[src/rtl/vga_tile_renderer_if.sv]
// Signal bundle between the tile renderer, its board RAM, the palette writer
// and the video output stage.
interface vga_tile_renderer_if #(
    parameter int ADDR_W = 8,
    parameter int IDX_W  = 3
);
    // No valid/ready pairs here. cell_addr is a free-running read address.
    // cell_idx must return the cell for that address exactly one cycle later.
    // pal_we is a single-cycle write strobe that is always accepted.
    // The video outputs carry a new pixel on every clock.
    logic [IDX_W-1:0]  cell_idx;
    logic              pal_we;
    logic [IDX_W-1:0]  pal_addr;
    logic [11:0]       pal_data;
    logic [ADDR_W-1:0] cell_addr;
    logic              hsync;
    logic              vsync;
    logic              de;
    logic [11:0]       rgb;
    logic              frame_start;

    modport master (
        input  cell_idx, pal_we, pal_addr, pal_data,
        output cell_addr, hsync, vsync, de, rgb, frame_start
    );

    modport slave (
        output cell_idx, pal_we, pal_addr, pal_data,
        input  cell_addr, hsync, vsync, de, rgb, frame_start
    );
endinterface

[src/rtl/vga_tile_renderer.sv]
// VGA tile renderer: raster timing, cell RAM fetch, palette lookup and aligned
// RGB/sync/de output, with a fixed 3-cycle pipeline from counters to pins.
module vga_tile_renderer #(
    parameter int H_ACTIVE = 640,
    parameter int H_FP = 16,
    parameter int H_SYNC = 96,
    parameter int H_BP = 48,
    parameter int V_ACTIVE = 480,
    parameter int V_FP = 10,
    parameter int V_SYNC = 2,
    parameter int V_BP = 33,
    parameter int CELL_SHIFT = 4,
    parameter int GRID_W = 10,
    parameter int GRID_H = 20,
    parameter int X0 = 240,
    parameter int Y0 = 80,
    parameter int ADDR_W = 8,
    parameter int IDX_W = 3,
    parameter logic [11:0] BORDER_COLOR = 12'h222,
    parameter int GRID_LINES = 0,
    parameter logic [11:0] LINE_COLOR = 12'h444
) (
    input  logic                clk_25mhz,
    input  logic                reset,
    vga_tile_renderer_if.master vid
);
    localparam int H_TOTAL = H_ACTIVE + H_FP + H_SYNC + H_BP;
    localparam int V_TOTAL = V_ACTIVE + V_FP + V_SYNC + V_BP;
    localparam int HW = $clog2(H_TOTAL);
    localparam int VW = $clog2(V_TOTAL);
    localparam int PAL_N = 1 << IDX_W;

    localparam logic [HW-1:0] H_LAST  = HW'(H_TOTAL - 1);
    localparam logic [HW-1:0] H_ACT_E = HW'(H_ACTIVE);
    localparam logic [HW-1:0] HS_BEG  = HW'(H_ACTIVE + H_FP);
    localparam logic [HW-1:0] HS_END  = HW'(H_ACTIVE + H_FP + H_SYNC);
    localparam logic [HW-1:0] GX_BEG  = HW'(X0);
    localparam logic [HW-1:0] GX_END  = HW'(X0 + (GRID_W << CELL_SHIFT));
    localparam logic [VW-1:0] V_LAST  = VW'(V_TOTAL - 1);
    localparam logic [VW-1:0] V_ACT_E = VW'(V_ACTIVE);
    localparam logic [VW-1:0] VS_BEG  = VW'(V_ACTIVE + V_FP);
    localparam logic [VW-1:0] VS_END  = VW'(V_ACTIVE + V_FP + V_SYNC);
    localparam logic [VW-1:0] GY_BEG  = VW'(Y0);
    localparam logic [VW-1:0] GY_END  = VW'(Y0 + (GRID_H << CELL_SHIFT));

    // Stage 0: raster counters
    logic [HW-1:0] r_hcnt;
    logic [VW-1:0] r_vcnt;

    always_ff @(posedge clk_25mhz) begin
        if (reset) begin
            r_hcnt <= '0;
            r_vcnt <= '0;
        end else if (r_hcnt == H_LAST) begin
            r_hcnt <= '0;
            r_vcnt <= (r_vcnt == V_LAST) ? '0 : r_vcnt + VW'(1);
        end else begin
            r_hcnt <= r_hcnt + HW'(1);
        end
    end

    logic              w_act0, w_hs0, w_vs0, w_grid0, w_line0, w_fs0;
    logic [HW-1:0]     w_lx;
    logic [VW-1:0]     w_ly;
    logic [ADDR_W-1:0] w_addr0;

    always_comb begin
        w_act0  = (r_hcnt < H_ACT_E) && (r_vcnt < V_ACT_E);
        w_hs0   = !((r_hcnt >= HS_BEG) && (r_hcnt < HS_END));
        w_vs0   = !((r_vcnt >= VS_BEG) && (r_vcnt < VS_END));
        w_grid0 = (r_hcnt >= GX_BEG) && (r_hcnt < GX_END) &&
                  (r_vcnt >= GY_BEG) && (r_vcnt < GY_END);
        w_fs0   = (r_hcnt == '0) && (r_vcnt == '0);
        w_lx    = r_hcnt - GX_BEG;
        w_ly    = r_vcnt - GY_BEG;
        w_line0 = (GRID_LINES != 0) &&
                  ((w_lx[CELL_SHIFT-1:0] == '0) || (w_ly[CELL_SHIFT-1:0] == '0));
        w_addr0 = '0;
        if (w_grid0) begin
            w_addr0 = ADDR_W'(32'(w_ly >> CELL_SHIFT) * GRID_W + 32'(w_lx >> CELL_SHIFT));
        end
    end

    // Palette: writes land on the edge, so a lookup in the same cycle sees the old entry
    logic [11:0] r_pal [PAL_N];

    always_ff @(posedge clk_25mhz) begin
        if (reset) begin
            for (int i = 0; i < PAL_N; i++) begin
                r_pal[i] <= (i == 0) ? 12'h000 : 12'h0FF;
            end
        end else if (vid.pal_we) begin
            r_pal[vid.pal_addr] <= vid.pal_data;
        end
    end

    logic [ADDR_W-1:0] r_cell_addr;
    logic r_act1, r_grid1, r_line1, r_hs1, r_vs1, r_fs1;
    logic r_act2, r_grid2, r_line2, r_hs2, r_vs2, r_fs2;
    logic [11:0] r_rgb;
    logic r_de, r_hsync, r_vsync, r_frame_start;
    logic [11:0] w_rgb2;

    always_comb begin
        w_rgb2 = 12'h000;
        if (!r_act2)       w_rgb2 = 12'h000;
        else if (!r_grid2) w_rgb2 = BORDER_COLOR;
        else if (r_line2)  w_rgb2 = LINE_COLOR;
        else               w_rgb2 = r_pal[vid.cell_idx];
    end

    // Sync flags travel active-low so their cleared state is "not in sync"
    always_ff @(posedge clk_25mhz) begin
        if (reset) begin
            r_cell_addr   <= '0;
            r_act1        <= 1'b0;
            r_grid1       <= 1'b0;
            r_line1       <= 1'b0;
            r_hs1         <= 1'b1;
            r_vs1         <= 1'b1;
            r_fs1         <= 1'b0;
            r_act2        <= 1'b0;
            r_grid2       <= 1'b0;
            r_line2       <= 1'b0;
            r_hs2         <= 1'b1;
            r_vs2         <= 1'b1;
            r_fs2         <= 1'b0;
            r_rgb         <= 12'h000;
            r_de          <= 1'b0;
            r_hsync       <= 1'b1;
            r_vsync       <= 1'b1;
            r_frame_start <= 1'b0;
        end else begin
            r_cell_addr   <= w_addr0;
            r_act1        <= w_act0;
            r_grid1       <= w_grid0;
            r_line1       <= w_line0;
            r_hs1         <= w_hs0;
            r_vs1         <= w_vs0;
            r_fs1         <= w_fs0;
            r_act2        <= r_act1;
            r_grid2       <= r_grid1;
            r_line2       <= r_line1;
            r_hs2         <= r_hs1;
            r_vs2         <= r_vs1;
            r_fs2         <= r_fs1;
            r_rgb         <= w_rgb2;
            r_de          <= r_act2;
            r_hsync       <= r_hs2;
            r_vsync       <= r_vs2;
            r_frame_start <= r_fs2;
        end
    end

    assign vid.cell_addr   = r_cell_addr;
    assign vid.rgb         = r_rgb;
    assign vid.de          = r_de;
    assign vid.hsync       = r_hsync;
    assign vid.vsync       = r_vsync;
    assign vid.frame_start = r_frame_start;
endmodule

[src/flat_wrapper.sv]
// flat-port wrapper written by rule: the top's interface ports become plain ports
module vga_tile_renderer_flat 
#(
    parameter int H_ACTIVE = 640,
    parameter int H_FP = 16,
    parameter int H_SYNC = 96,
    parameter int H_BP = 48,
    parameter int V_ACTIVE = 480,
    parameter int V_FP = 10,
    parameter int V_SYNC = 2,
    parameter int V_BP = 33,
    parameter int CELL_SHIFT = 4,
    parameter int GRID_W = 10,
    parameter int GRID_H = 20,
    parameter int X0 = 240,
    parameter int Y0 = 80,
    parameter int ADDR_W = 8,
    parameter int IDX_W = 3,
    parameter logic [11:0] BORDER_COLOR = 12'h222,
    parameter int GRID_LINES = 0,
    parameter logic [11:0] LINE_COLOR = 12'h444
)
  (clk_25mhz, reset, vid_cell_idx, vid_pal_we, vid_pal_addr, vid_pal_data, vid_cell_addr, vid_hsync, vid_vsync, vid_de, vid_rgb, vid_frame_start);
  vga_tile_renderer_if #(.ADDR_W(ADDR_W), .IDX_W(IDX_W)) vid_i ();
  input  logic clk_25mhz;
  input  logic reset;
  input wire logic [$bits(vid_i.cell_idx)-1:0] vid_cell_idx;
  input wire logic [$bits(vid_i.pal_we)-1:0] vid_pal_we;
  input wire logic [$bits(vid_i.pal_addr)-1:0] vid_pal_addr;
  input wire logic [$bits(vid_i.pal_data)-1:0] vid_pal_data;
  output wire logic [$bits(vid_i.cell_addr)-1:0] vid_cell_addr;
  output wire logic [$bits(vid_i.hsync)-1:0] vid_hsync;
  output wire logic [$bits(vid_i.vsync)-1:0] vid_vsync;
  output wire logic [$bits(vid_i.de)-1:0] vid_de;
  output wire logic [$bits(vid_i.rgb)-1:0] vid_rgb;
  output wire logic [$bits(vid_i.frame_start)-1:0] vid_frame_start;
  assign vid_i.cell_idx = vid_cell_idx;
  assign vid_i.pal_we = vid_pal_we;
  assign vid_i.pal_addr = vid_pal_addr;
  assign vid_i.pal_data = vid_pal_data;
  assign vid_cell_addr = vid_i.cell_addr;
  assign vid_hsync = vid_i.hsync;
  assign vid_vsync = vid_i.vsync;
  assign vid_de = vid_i.de;
  assign vid_rgb = vid_i.rgb;
  assign vid_frame_start = vid_i.frame_start;
  vga_tile_renderer #(.H_ACTIVE(H_ACTIVE), .H_FP(H_FP), .H_SYNC(H_SYNC), .H_BP(H_BP), .V_ACTIVE(V_ACTIVE), .V_FP(V_FP), .V_SYNC(V_SYNC), .V_BP(V_BP), .CELL_SHIFT(CELL_SHIFT), .GRID_W(GRID_W), .GRID_H(GRID_H), .X0(X0), .Y0(Y0), .ADDR_W(ADDR_W), .IDX_W(IDX_W), .BORDER_COLOR(BORDER_COLOR), .GRID_LINES(GRID_LINES), .LINE_COLOR(LINE_COLOR)) u_core (.clk_25mhz(clk_25mhz), .reset(reset), .vid(vid_i));
endmodule
[config.mk]
export PLATFORM = sky130hd
export DESIGN_NAME = vga_tile_renderer_flat
export DESIGN_NICKNAME = d
export VERILOG_FILES = /design/src/rtl/vga_tile_renderer_if.sv /design/src/rtl/vga_tile_renderer.sv /design/src/flat_wrapper.sv
export SDC_FILE = /design/constraint.sdc
export NUM_CORES = 1
export LEC_CHECK = 0
export CAP_MARGIN = 0
export CORE_ASPECT_RATIO = 1.5
export CORE_UTILIZATION = 53
export DETAILED_ROUTE_END_ITERATION = 8
export PLACE_DENSITY_LB_ADDON = 0.1
export SKIP_CTS_REPAIR_TIMING = 1
export SLEW_MARGIN = 30
export SYNTH_ARGS = -nofsm -noshare
export SYNTH_HDL_FRONTEND = slang
export SYNTH_SLANG_ARGS = --single-unit
[constraint.sdc]
create_clock -name clk_25mhz -period 2.7 [get_ports clk_25mhz]
set_input_delay 0.27 -clock clk_25mhz [delete_from_list [all_inputs] [get_ports clk_25mhz]]
set_output_delay 0.27 -clock clk_25mhz [all_outputs]
set_load 0.005 [all_outputs]
; ---- Yosys cells after proc, flatten, opt, wreduce, memory -nomap -nowiden
; Memories as Yosys holds them, arrays and structs flattened.
; Index checks and enable logic that the tools add are counted.
[word_totals]
ramBits = 96
memories = 1
ff_bits = 54
out_inout_bits = 24
[mem_list]
columns = name, words, word_bits, read_ports, rd_ports_with_merged_regs, wr, line_no
row1 = u_core.r_pal, 8, 12, 1, 0, 8, vga_tile_renderer.sv:85  ; logic [11:0] r_pal [PAL_N];
[op_classes]
n_eq_ne = 2
n_bitwise = 3
n_addsub = 5
reduce_logical = 16
mul = 1
n_mux = 10
n_lt_le_gt_ge = 10
[ops]
columns = op, n
row1 = $lt 10x9->1 const B, 4
row2 = $add 10x1->10 const B, 2
row3 = $eq 10x10->1 const B, 2
row4 = $logic_not 10->1, 2
row5 = $lt 10x10->1 const B, 2
row6 = $mux 10, 2
row7 = $mux 12, 1
row8 = $reduce_or 12->1, 1
row9 = $ge 10x10->1 const B, 1
row10 = $ge 10x7->1 const B, 1
row11 = $ge 10x8->1 const B, 1
row12 = $ge 10x9->1 const B, 1
row13 = $sub 10x7->10 const B, 1
row14 = $sub 10x8->10 const B, 1
row15 = $add 8x6->8, 1
row16 = $logic_and 1x1->1, 7
row17 = $mul 6x3->7 const B, 1
row18 = $mux 1, 6
row19 = $reduce_or 2->1, 3
row20 = $mux 3, 1
row21 = $not 1->1, 3
row22 = $reduce_or 3->1, 1
row23 = $logic_not 1->1, 2

; ---- Logic depth before layout (Yosys ltp)
; Gate-level depths: netlist (run 1).
[depth]
ltp_word = 6
depth_mapped = 13
ltp_nobuf = 13

; ---- Least setup slack after synthesis (run 1)
; OpenSTA, ideal clock, no wires.
[synth_timing]
path_kind = reg-to-reg
startpoint = reg u_core.r_vcnt[4]
endpoint = reg u_core.r_cell_addr[7] (netlist: u_core.vid.cell_addr[7])
path_slack_ns = -0.256
arrival_ns = 2.891
n_path_buf = 0
setup_ns = 0.065
path_stages_with_launch = 14
path_cell_list = dfxtp_1 -> inv_1 -> ha_1 -> nor2b_1 -> nor2_1 -> xor2_1 -> ha_1 -> fa_1 -> ha_1 -> o21a_1 -> o31a_1 -> o21ai_0 -> xnor3_1 -> nor2_1
[synth_via]
elab_chain_len = 5
elab_cells_between_ends = 9
[synth_lines]
columns = item, line_no
row1 = "start, declared", vga_tile_renderer.sv:48  ; logic [VW-1:0] r_vcnt;
row2 = "start signal, assigned", vga_tile_renderer.sv:56  ; r_vcnt <= (r_vcnt == V_LAST) ? '0 : r_vcnt + VW'(1);
row3 = "parallel branches: the longest is 5 deep, another holds $sub 10x7->10", --
row4 = "end signal, assigned", vga_tile_renderer.sv:134  ; r_cell_addr <= w_addr0;
row5 = "end, declared", vga_tile_renderer.sv:97  ; logic [ADDR_W-1:0] r_cell_addr;
; Several ways; the timed one is not identified.
; A chain may end at the register's enable or synchronous reset.

; ---- Worst setup path in the final report (run 1)
[layout_timing]
startpoint = reg u_core.r_vcnt[5]
endpoint = reg u_core.r_cell_addr[7] (netlist: u_core.vid.cell_addr[7])
; Same word-level chain as after synthesis.

==> results.cfg, run 1 <==
[status]
status = complete, but fails checks
violations = negative setup slack

[placement]
dp_hpwl_um = 10200
pre_cts_slack_ps = -199
port_buffers = 44
placedCellCount = 740
globalplace.congestion = 0.791

[floorplan]
ios = 45
dieArea_um2 = 13500
die_x_um = 95.4
start_util = 0.548
die_h_um = 142
core_um2 = 12600
num_rows = 50

[timing]
finClkSkew_ps = 7.09
max_freq_mhz = 354
fin_crit_sh = 1.05
setup_viol = 2
timing.final.crit_period_ps = 2830
rsz0062_at_grt = yes
tightest_slew_ps = 491
fin_ws_ps = -129
hold_violations = 0
maxSlewViolCount = 0
max-slew-margin-rel = 0.668

[logic_synthesis]
synth.top_cell.area_share = 0.416
synth-edff-count = 96
syn_area_um2 = 6930
synth_ff_type = edfxtp_1
synth_area_per_cell_um2 = 12.9
synth-seq-area-share = 0.572
synth_area_leaders = edfxtp_1 (42%), dfxtp_1 (16%), mux4_2 (7.8%)
ys_seq_elements = 150
async_reset_ff_frac = 0
syn_inst = 537
synth.largest_area_cell = edfxtp_1
synth_cell_types = 52
synth_nets = 585
ys_warn_count = 0

[layout]
num-nets-final = 654
area_growth_syn_to_layout_pct = 21.7
final_cell_mix = edfxtp_1 (96), dfxtp_1 (52), or3_1 (50)
n_antenna_cell = 0
utilization = 0.668
final_common_cell = edfxtp_1
finalNonFillerCells = 775
layout-drive-gt1-share = 0.197

[clocking]
path_clk_slew_ps = 60
clockRootBuffer = clkbuf_16
cts_tree = built
insertion_delay_ps = 420
clockBufferDepth = 2
cts_sinks = 150
cts_buffers = 17
h-tree-depth = 4

[critical_path]
path_buf_inv = 1
worst_path_max_delay_cell = fa_1
worst_setup_path_end_kind = register
reg2reg_to = u_core.vid.cell_addr[7]$_SDFF_PP0_
crit_path_end = u_core.vid.cell_addr[7]$_SDFF_PP0_
worstPathMaxFanout = 3
rrSetupSlack_ps = -130
worstPathRequired_ps = 3050
path_depth = 13
slowest_delay_ps = 600
critical_path.cell_chain = inv_6 > ha_4 > nor2b_4 > nor2_2 > xor2_1 > ha_1 > fa_1 > ha_4 > o21a_1 > o31a_1 > o21ai_1 > xnor3_1 > nor2_1
r2r_start = u_core.r_vcnt[5]$_SDFFE_PP0P_
reg2regPathDepth = 13
crit_type = register to register
crit_start = u_core.r_vcnt[5]$_SDFFE_PP0P_
crit_family = adder cells
cp-start-kind = register
cp_common_cell = ha_4
cp.arrival_ps = 3180

[worst_hold_path]
hp-class = register to register

[detailed_routing]
drc = 0
detail_route.iter0.violations = 186
vias = 4364
wirelength_um = 15100
firstDrtPassIters = 4
viasPerCell = 5.63
wire_per_inst_um = 19.5
antenna_left = 0

[run]
drv_cap = 0

[global_route]
antenna_found_initial = 0
grt_overflow = 0
grt_pass1_vias = 4804
grt_usage = 0.243
grt_max_degree = 25
grt_pass1_wl_um = 24000

[pwr]
p_leak_nw = 3.05
p_total_mw = 5.57
vdd_drop_max_v = 0.000422
powerDensity_nw_per_um2 = 660
-- cell type report --
cell class | count | area [um^2]
Inverter | 15 | 66.3
Fill cell | 963 | 4200
Sequential cell | 150 | 3970
Clock inverter | 15 | 248
Tap cell | 156 | 195
Timing Repair Buffer | 78 | 708
Clock buffer | 17 | 425
Multi-Input combinational cell | 344 | 2820
-- through the flow --
stage / hold slack (ps) / instance area (um^2) / setup TNS [ps]
final: 411 / 8440 / -245
after global routing: 417 / 8440 / -583
after CTS: 413 / 8390 / -396
after detailed placement: 399 / 7710 / -333
after global placement: 397 / 7710 / -100
after floorplan: 375 / 6970 / 0
-- routing by layer --
metal  track usage  vias to the layer above  wire length [um]
li1              -                     2080                 -
met1         0.253                     2152              5520
met2         0.448                      115              8540
met3        0.0534                       17               770
met4         0.114                        0               263
met5             0                        -                 0
-- cell usage after synthesis (2+ instances only) --
cell,number
or4_1,2
xor2_1,14
buf_4,4
fa_1,2
a31oi_1,3
nand4_1,4
a21o_1,2
nor4b_1,2
nand3_1,7
mux2i_1,12
buf_2,8
inv_1,15
mux4_2,24
nor2_1,44
nand2b_1,13
o21ai_0,8
nor2b_1,10
xnor2_1,11
or3_1,50
and4_1,2
ha_1,25
clkbuf_1,13
nand2_1,14
nor3_1,7
edfxtp_1,96
buf_1,2
dfxtp_1,54
a21oi_1,9
nor3_2,2
or2_2,12
and3_1,3
and2_1,43
-- worst min-delay path by stage --
stage,from,end,depth (start not counted)
floorplan,reset,u_core.r_hs1$_SDFF_PP1_,1
global placement,u_core.r_hs1$_SDFF_PP1_,u_core.r_hs2$_SDFF_PP1_,1
detailed placement,u_core.r_hs2$_SDFF_PP1_,u_core.vid.hsync$_SDFF_PP1_,1
CTS,u_core.r_hs2$_SDFF_PP1_,u_core.vid.hsync$_SDFF_PP1_,1
global route,u_core.r_hs2$_SDFF_PP1_,u_core.vid.hsync$_SDFF_PP1_,1
finish,u_core.r_hs2$_SDFF_PP1_,u_core.vid.hsync$_SDFF_PP1_,1
-- flip-flops by register name, summed over array words and instances (netlist names), 8 cells and up --
signal	flops
u_core.r_vcnt	10
u_core.vid.rgb	12
u_core.vid.cell_addr	8
u_core.r_pal	96
u_core.r_hcnt	10
-- where the power goes --
group          switching [mW]  internal (mW)
logic                   0.163          0.144
clock network           0.953           1.74
registers              0.0290           2.54
total                    1.15           4.42
-- worst register-to-register path: stages, from the launching register on --
cell and delay, ps:
dfxtp_4 370, inv_6 50, ha_4 170, nor2b_4 120, nor2_2 60, xor2_1 160
ha_1 350, fa_1 600, ha_4 220, o21a_1 100, o31a_1 110, o21ai_1 160
xnor3_1 220, nor2_1 100
-- cells by family (layout without fill, tap and decap cells) --
kind of cell    Yosys count  after routing  share of synthesized area
simple gates            225            225                      0.188
compound gates           30             30                     0.0312
buf+inv                  43            125                     0.0280
fa+ha+maj                27             27                     0.0509
flops                   150            150                      0.572
mux                      36             36                     0.0953
xor+xnor                 26             26                     0.0348
Note: power is estimated with default switching activity, not from simulation.
==> inputs of run 2 (changes only) <==
ABC_CLOCK_PERIOD_IN_PS = 2700   (was default)
SETUP_SLACK_MARGIN = 0.4   (was default)
==> run 2 against run 1 <==
  * Combinational power about the same
  * Flip-flop and latch count unchanged
  * Wire length decreased by 0.51%
  * Critical endpoint unchanged
  * Hold slack improved by 3.2 ps
  * First-iteration DRC count decreased by 7.5%
  * Sequential share of layout area increased by 0.26 points
  * Non-clock buffer count increased by 1
  * Maximum frequency decreased by 2.2%
  * Die area unchanged
  * Critical path depth unchanged
  * The run still ends with negative setup slack left
==> results.cfg, run 2 (synthesis results as in run 1) <==
[pwr]
clock_power_share = 0.457
powerDensity_nw_per_um2 = 632
p_leak_nw = 3.02
pwr-share-comb = 0.058
swShare = 0.216
p_int_mw = 4.15
vdd_drop_max_v = 0.000464
power_frac_seq = 0.484
switching_power_mw = 1.15

[critical_path]
worstPathRequired_ps = 3050
reg2regPathDepth = 13
cp.arrival_ps = 3240
crit_type = register to register
worst_setup_path_end_kind = register
cp-start-kind = register
worstPathMaxFanout = 4

[placement]
pre_cts_slack_ps = -157
placedCellCount = 740
port_buffers = 44
dp_hpwl_um = 10100
globalplace.congestion = 0.811

[layout]
n_antenna_cell = 0
finalNonFillerCells = 776
final_cell_mix = edfxtp_1 (96), dfxtp_1 (52), or3_1 (50)
final_common_cell = edfxtp_1
num-nets-final = 655
layout-drive-gt1-share = 0.202
largest_register = u_core.r_pal
area_growth_syn_to_layout_pct = 21.1
largest_reg_flops = 96
nFillCells = 996

[run]
drv_cap = 0

[detailed_routing]
detail_route.iter0.violations = 172
viasPerCell = 5.67
wirelength_um = 15000
wire_per_inst_um = 19.4
vias = 4403
drc = 0
firstDrtPassIters = 4
antenna_left = 0

[floorplan]
die_x_um = 95.4
dieArea_um2 = 13500
start_util = 0.548
num_rows = 50
core_um2 = 12600
die_h_um = 142
ios = 45

[global_route]
grt_overflow = 0
antenna_found_initial = 0
grt_usage = 0.241
grt_max_degree = 26
grt_pass1_wl_um = 23700
grt_pass1_vias = 4628

[clocking]
insertion_delay_ps = 410
clockRootBuffer = clkbuf_16
h-tree-depth = 4
cts_sinks = 150
cts_buffers = 17
cts_tree = built
path_clk_slew_ps = 60
clockBufferDepth = 2

[timing]
tightest_slew_ps = 489
finClkSkew_ps = 11.2
max-slew-margin-rel = 0.670
timing.final.crit_period_ps = 2890
fin_crit_sh = 1.07
hold_violations = 0
rsz0062_at_grt = yes
setup_viol = 3
fin_ws_ps = -193
maxSlewViolCount = 0
max_freq_mhz = 346

[status]
status = complete, but fails checks
violations = negative setup slack

[worst_hold_path]
hp-class = register to register
worstHoldPathCells = 1
-- run 2: changes by cell type in the layout (fill, tap and decap cells not counted), sizes merged --
| cell | change |
|---|---|
| bufinv | -3 |
| clkinv | -3 |
| clkbuf | +2 |
| clkinvlp | +2 |
| inv | +2 |
| buf | +1 |
-- run 2: stage by stage --
| step | hold WS, ps | cell area (um^2) | power [mW] | util | TNS [ps] |
|---|---|---|---|---|---|
| floorplan | 375 | 6990 | 2.79 | - | 0 |
| global placement | 401 | 7730 | 2.92 | 0.611 | -20.6 |
| detailed placement | 403 | 7730 | 2.93 | 0.611 | -272 |
| CTS | 419 | 8330 | 5.34 | 0.659 | -341 |
| global route | 437 | 8390 | 5.46 | 0.664 | -711 |
| finish | 415 | 8390 | 5.30 | 0.664 | -329 |
-- run 2: layout make-up --
| cell class | count | area, um^2 | share of cell area |
|---|---|---|---|
| Tap cell | 156 | 195 | 0.0233 |
| Sequential cell | 150 | 3970 | 0.473 |
| Clock buffer | 19 | 433 | 0.0516 |
| Clock inverter | 13 | 173 | 0.0206 |
| Multi-Input combinational cell | 344 | 2840 | 0.338 |
| Inverter | 15 | 63.8 | 0.00761 |
| Timing Repair Buffer | 79 | 716 | 0.0853 |
-- run 2: layer usage --
layer	wire [um]	track usage	up-vias
li1	-	-	2081
met1	5780	0.265	2190
met2	8370	0.435	113
met3	565	0.0524	19
met4	301	0.106	0
met5	0	0	-
-- run 2: critical path, cell delays in order, from the launching register on --
cell	delay (ps)
dfxtp_4	380
inv_6	40
ha_4	170
nor2b_4	150
nor2_4	60
xor2_2	150
ha_1	350
fa_1	590
ha_4	220
o21a_1	100
o31a_1	110
o21ai_1	160
xnor3_1	230
nor2_1	110
-- run 2: path summary, 6_finish.rpt --
check	startpoint	end	slack, ps
worst max-delay path	u_core.r_vcnt[4]$_SDFFE_PP0P_	u_core.vid.cell_addr[7]$_SDFF_PP0_	-190
worst min-delay path	u_core.r_vs2$_SDFF_PP1_	u_core.vid.vsync$_SDFF_PP1_	410
worst max register to register	u_core.r_vcnt[4]$_SDFFE_PP0P_	u_core.vid.cell_addr[7]$_SDFF_PP0_	-190
worst min register to register	u_core.r_vs2$_SDFF_PP1_	u_core.vid.vsync$_SDFF_PP1_	410
-- run 2: power groups by stage --
stage / sequential, mW / combinational, mW / clock, mW
after CTS: 2.57 / 0.315 / 2.46
after detailed placement: 2.62 / 0.314 / 0
final: 2.57 / 0.309 / 2.42
after global routing: 2.57 / 0.337 / 2.55
after floorplan: 2.60 / 0.187 / 0
after global placement: 2.61 / 0.308 / 0
==> inputs of run 3 (changes only) <==
ABC_CLOCK_PERIOD_IN_PS = 2400   (was 2700)
clock period = 2.4 ns   (was 2.7 ns; I/O delays follow)
==> run 3 against run 2 <==
  * The flow still finishes with violations (negative setup slack)
  * Hold slack is essentially flat
  * Global-route usage shrank 0.086 points
  * Flip-flop and latch count is the same
  * Wire length grew 0.15%
  * Non-clock buffer count grew 17
  * First-iteration DRC count grew 29%
  * Critical endpoint is now u_core.vid.cell_addr[6]$_SDFF_PP0_
==> results.cfg, run 3 (synthesis results as in run 1) <==
[timing]
rsz0062_at_grt = yes
maxSlewViolCount = 0
fin_crit_sh = 1.16
hold_violations = 0
setup_viol = 3
tightest_slew_ps = 488
max_freq_mhz = 359
timing.final.crit_period_ps = 2780
finClkSkew_ps = 11.4
fin_ws_ps = -384
max-slew-margin-rel = 0.670

[layout]
final_area_um2 = 8550
largest_register = u_core.r_pal
largest_reg_flops = 96
final_cell_mix = edfxtp_1 (96), dfxtp_1 (51), or3_1 (50)
area_growth_syn_to_layout_pct = 23.4
n_antenna_cell = 0
final_common_cell = edfxtp_1
layout-drive-gt1-share = 0.226
num-nets-final = 672

[floorplan]
dieArea_um2 = 13500
num_rows = 50
start_util = 0.548
core_um2 = 12600
ios = 45
die_x_um = 95.4
die_h_um = 142

[critical_path]
cp.arrival_ps = 3070
worstPathRequired_ps = 2680
crit_type = register to register
cp-start-kind = register
worstPathMaxFanout = 4
worst_setup_path_end_kind = register

[detailed_routing]
drc = 0
wirelength_um = 15000
antenna_left = 0
wire_per_inst_um = 19.0
vias = 4468
firstDrtPassIters = 6
detail_route.iter0.violations = 222
viasPerCell = 5.63

[clocking]
cts_buffers = 17
h-tree-depth = 4
clockRootBuffer = clkbuf_16
cts_tree = built
path_clk_slew_ps = 60
clockBufferDepth = 2
cts_sinks = 150
insertion_delay_ps = 420

[placement]
globalplace.congestion = 0.801
pre_cts_slack_ps = -432
placed_area_um2 = 7900
port_buffers = 44
dp_hpwl_um = 10500

[worst_hold_path]
hp-class = register to register

[status]
violations = negative setup slack
status = complete, but fails checks

[global_route]
grt_overflow = 0
grt_pass1_vias = 4738
grt_max_degree = 26
grt_pass1_wl_um = 23600
antenna_found_initial = 0
grt_usage = 0.240

[pwr]
p_total_mw = 5.80
powerDensity_nw_per_um2 = 679
p_leak_nw = 3.12
vdd_drop_max_v = 0.000465

[run]
drv_cap = 0
## run 3: report_power, final
group | internal (mW) | total [mW] | leakage, nW | switching, mW
combinational | 0.181 | 0.369 | 1.46 | 0.187
clock | 1.52 | 2.55 | 0.272 | 1.02
sequential | 2.86 | 2.89 | 1.38 | 0.0323
## run 3: worst paths after layout
check / from / endpoint / slack, ps / cells past startpoint
worst max-delay path: u_core.r_vcnt[4]$_SDFFE_PP0P_ / u_core.vid.cell_addr[6]$_SDFF_PP0_ / -380 / 11
worst min-delay path: u_core.r_vs2$_SDFF_PP1_ / u_core.vid.vsync$_SDFF_PP1_ / 410 / 1
worst max register to register: u_core.r_vcnt[4]$_SDFFE_PP0P_ / u_core.vid.cell_addr[6]$_SDFF_PP0_ / -380 / 11
worst min register to register: u_core.r_vs2$_SDFF_PP1_ / u_core.vid.vsync$_SDFF_PP1_ / 410 / 1
## run 3: worst max-delay path, cell delays in order, from the launching register on
cell,delay [ps]
dfxtp_4,390
inv_6,50
ha_4,170
nor2b_4,120
nor2_2,40
xor2_1,200
ha_1,290
fa_1,540
ha_4,220
buf_4,130
o31ai_1,430
a2111oi_4,50
## run 3: metrics by stage
step | utilization | TNS, ps | hold WS, ps | instances
after global routing | 0.677 | -1290 | 423 | 793
final | 0.677 | -971 | 414 | 793
after detailed placement | 0.625 | -1100 | 397 | 758
after floorplan | - | -510 | 345 | 537
after global placement | 0.625 | -864 | 400 | 758
after CTS | 0.670 | -1130 | 417 | 790
## run 3: layout make-up
type	instances	area, um^2
Timing Repair Buffer	96	881
Clock buffer	19	433
Multi-Input combinational cell	344	2870
Fill cell	936	4090
Sequential cell	150	3970
Inverter	15	63.8
Clock inverter	13	134
Tap cell	156	195
## run 3: metal layers
layer  up-vias  part of all wire  track usage
met2       105              0.56        0.447
met1      2221              0.38        0.256
li1       2118                 -            -
met4         0             0.021        0.107
met5         -                 0            0
met3        24             0.037       0.0443
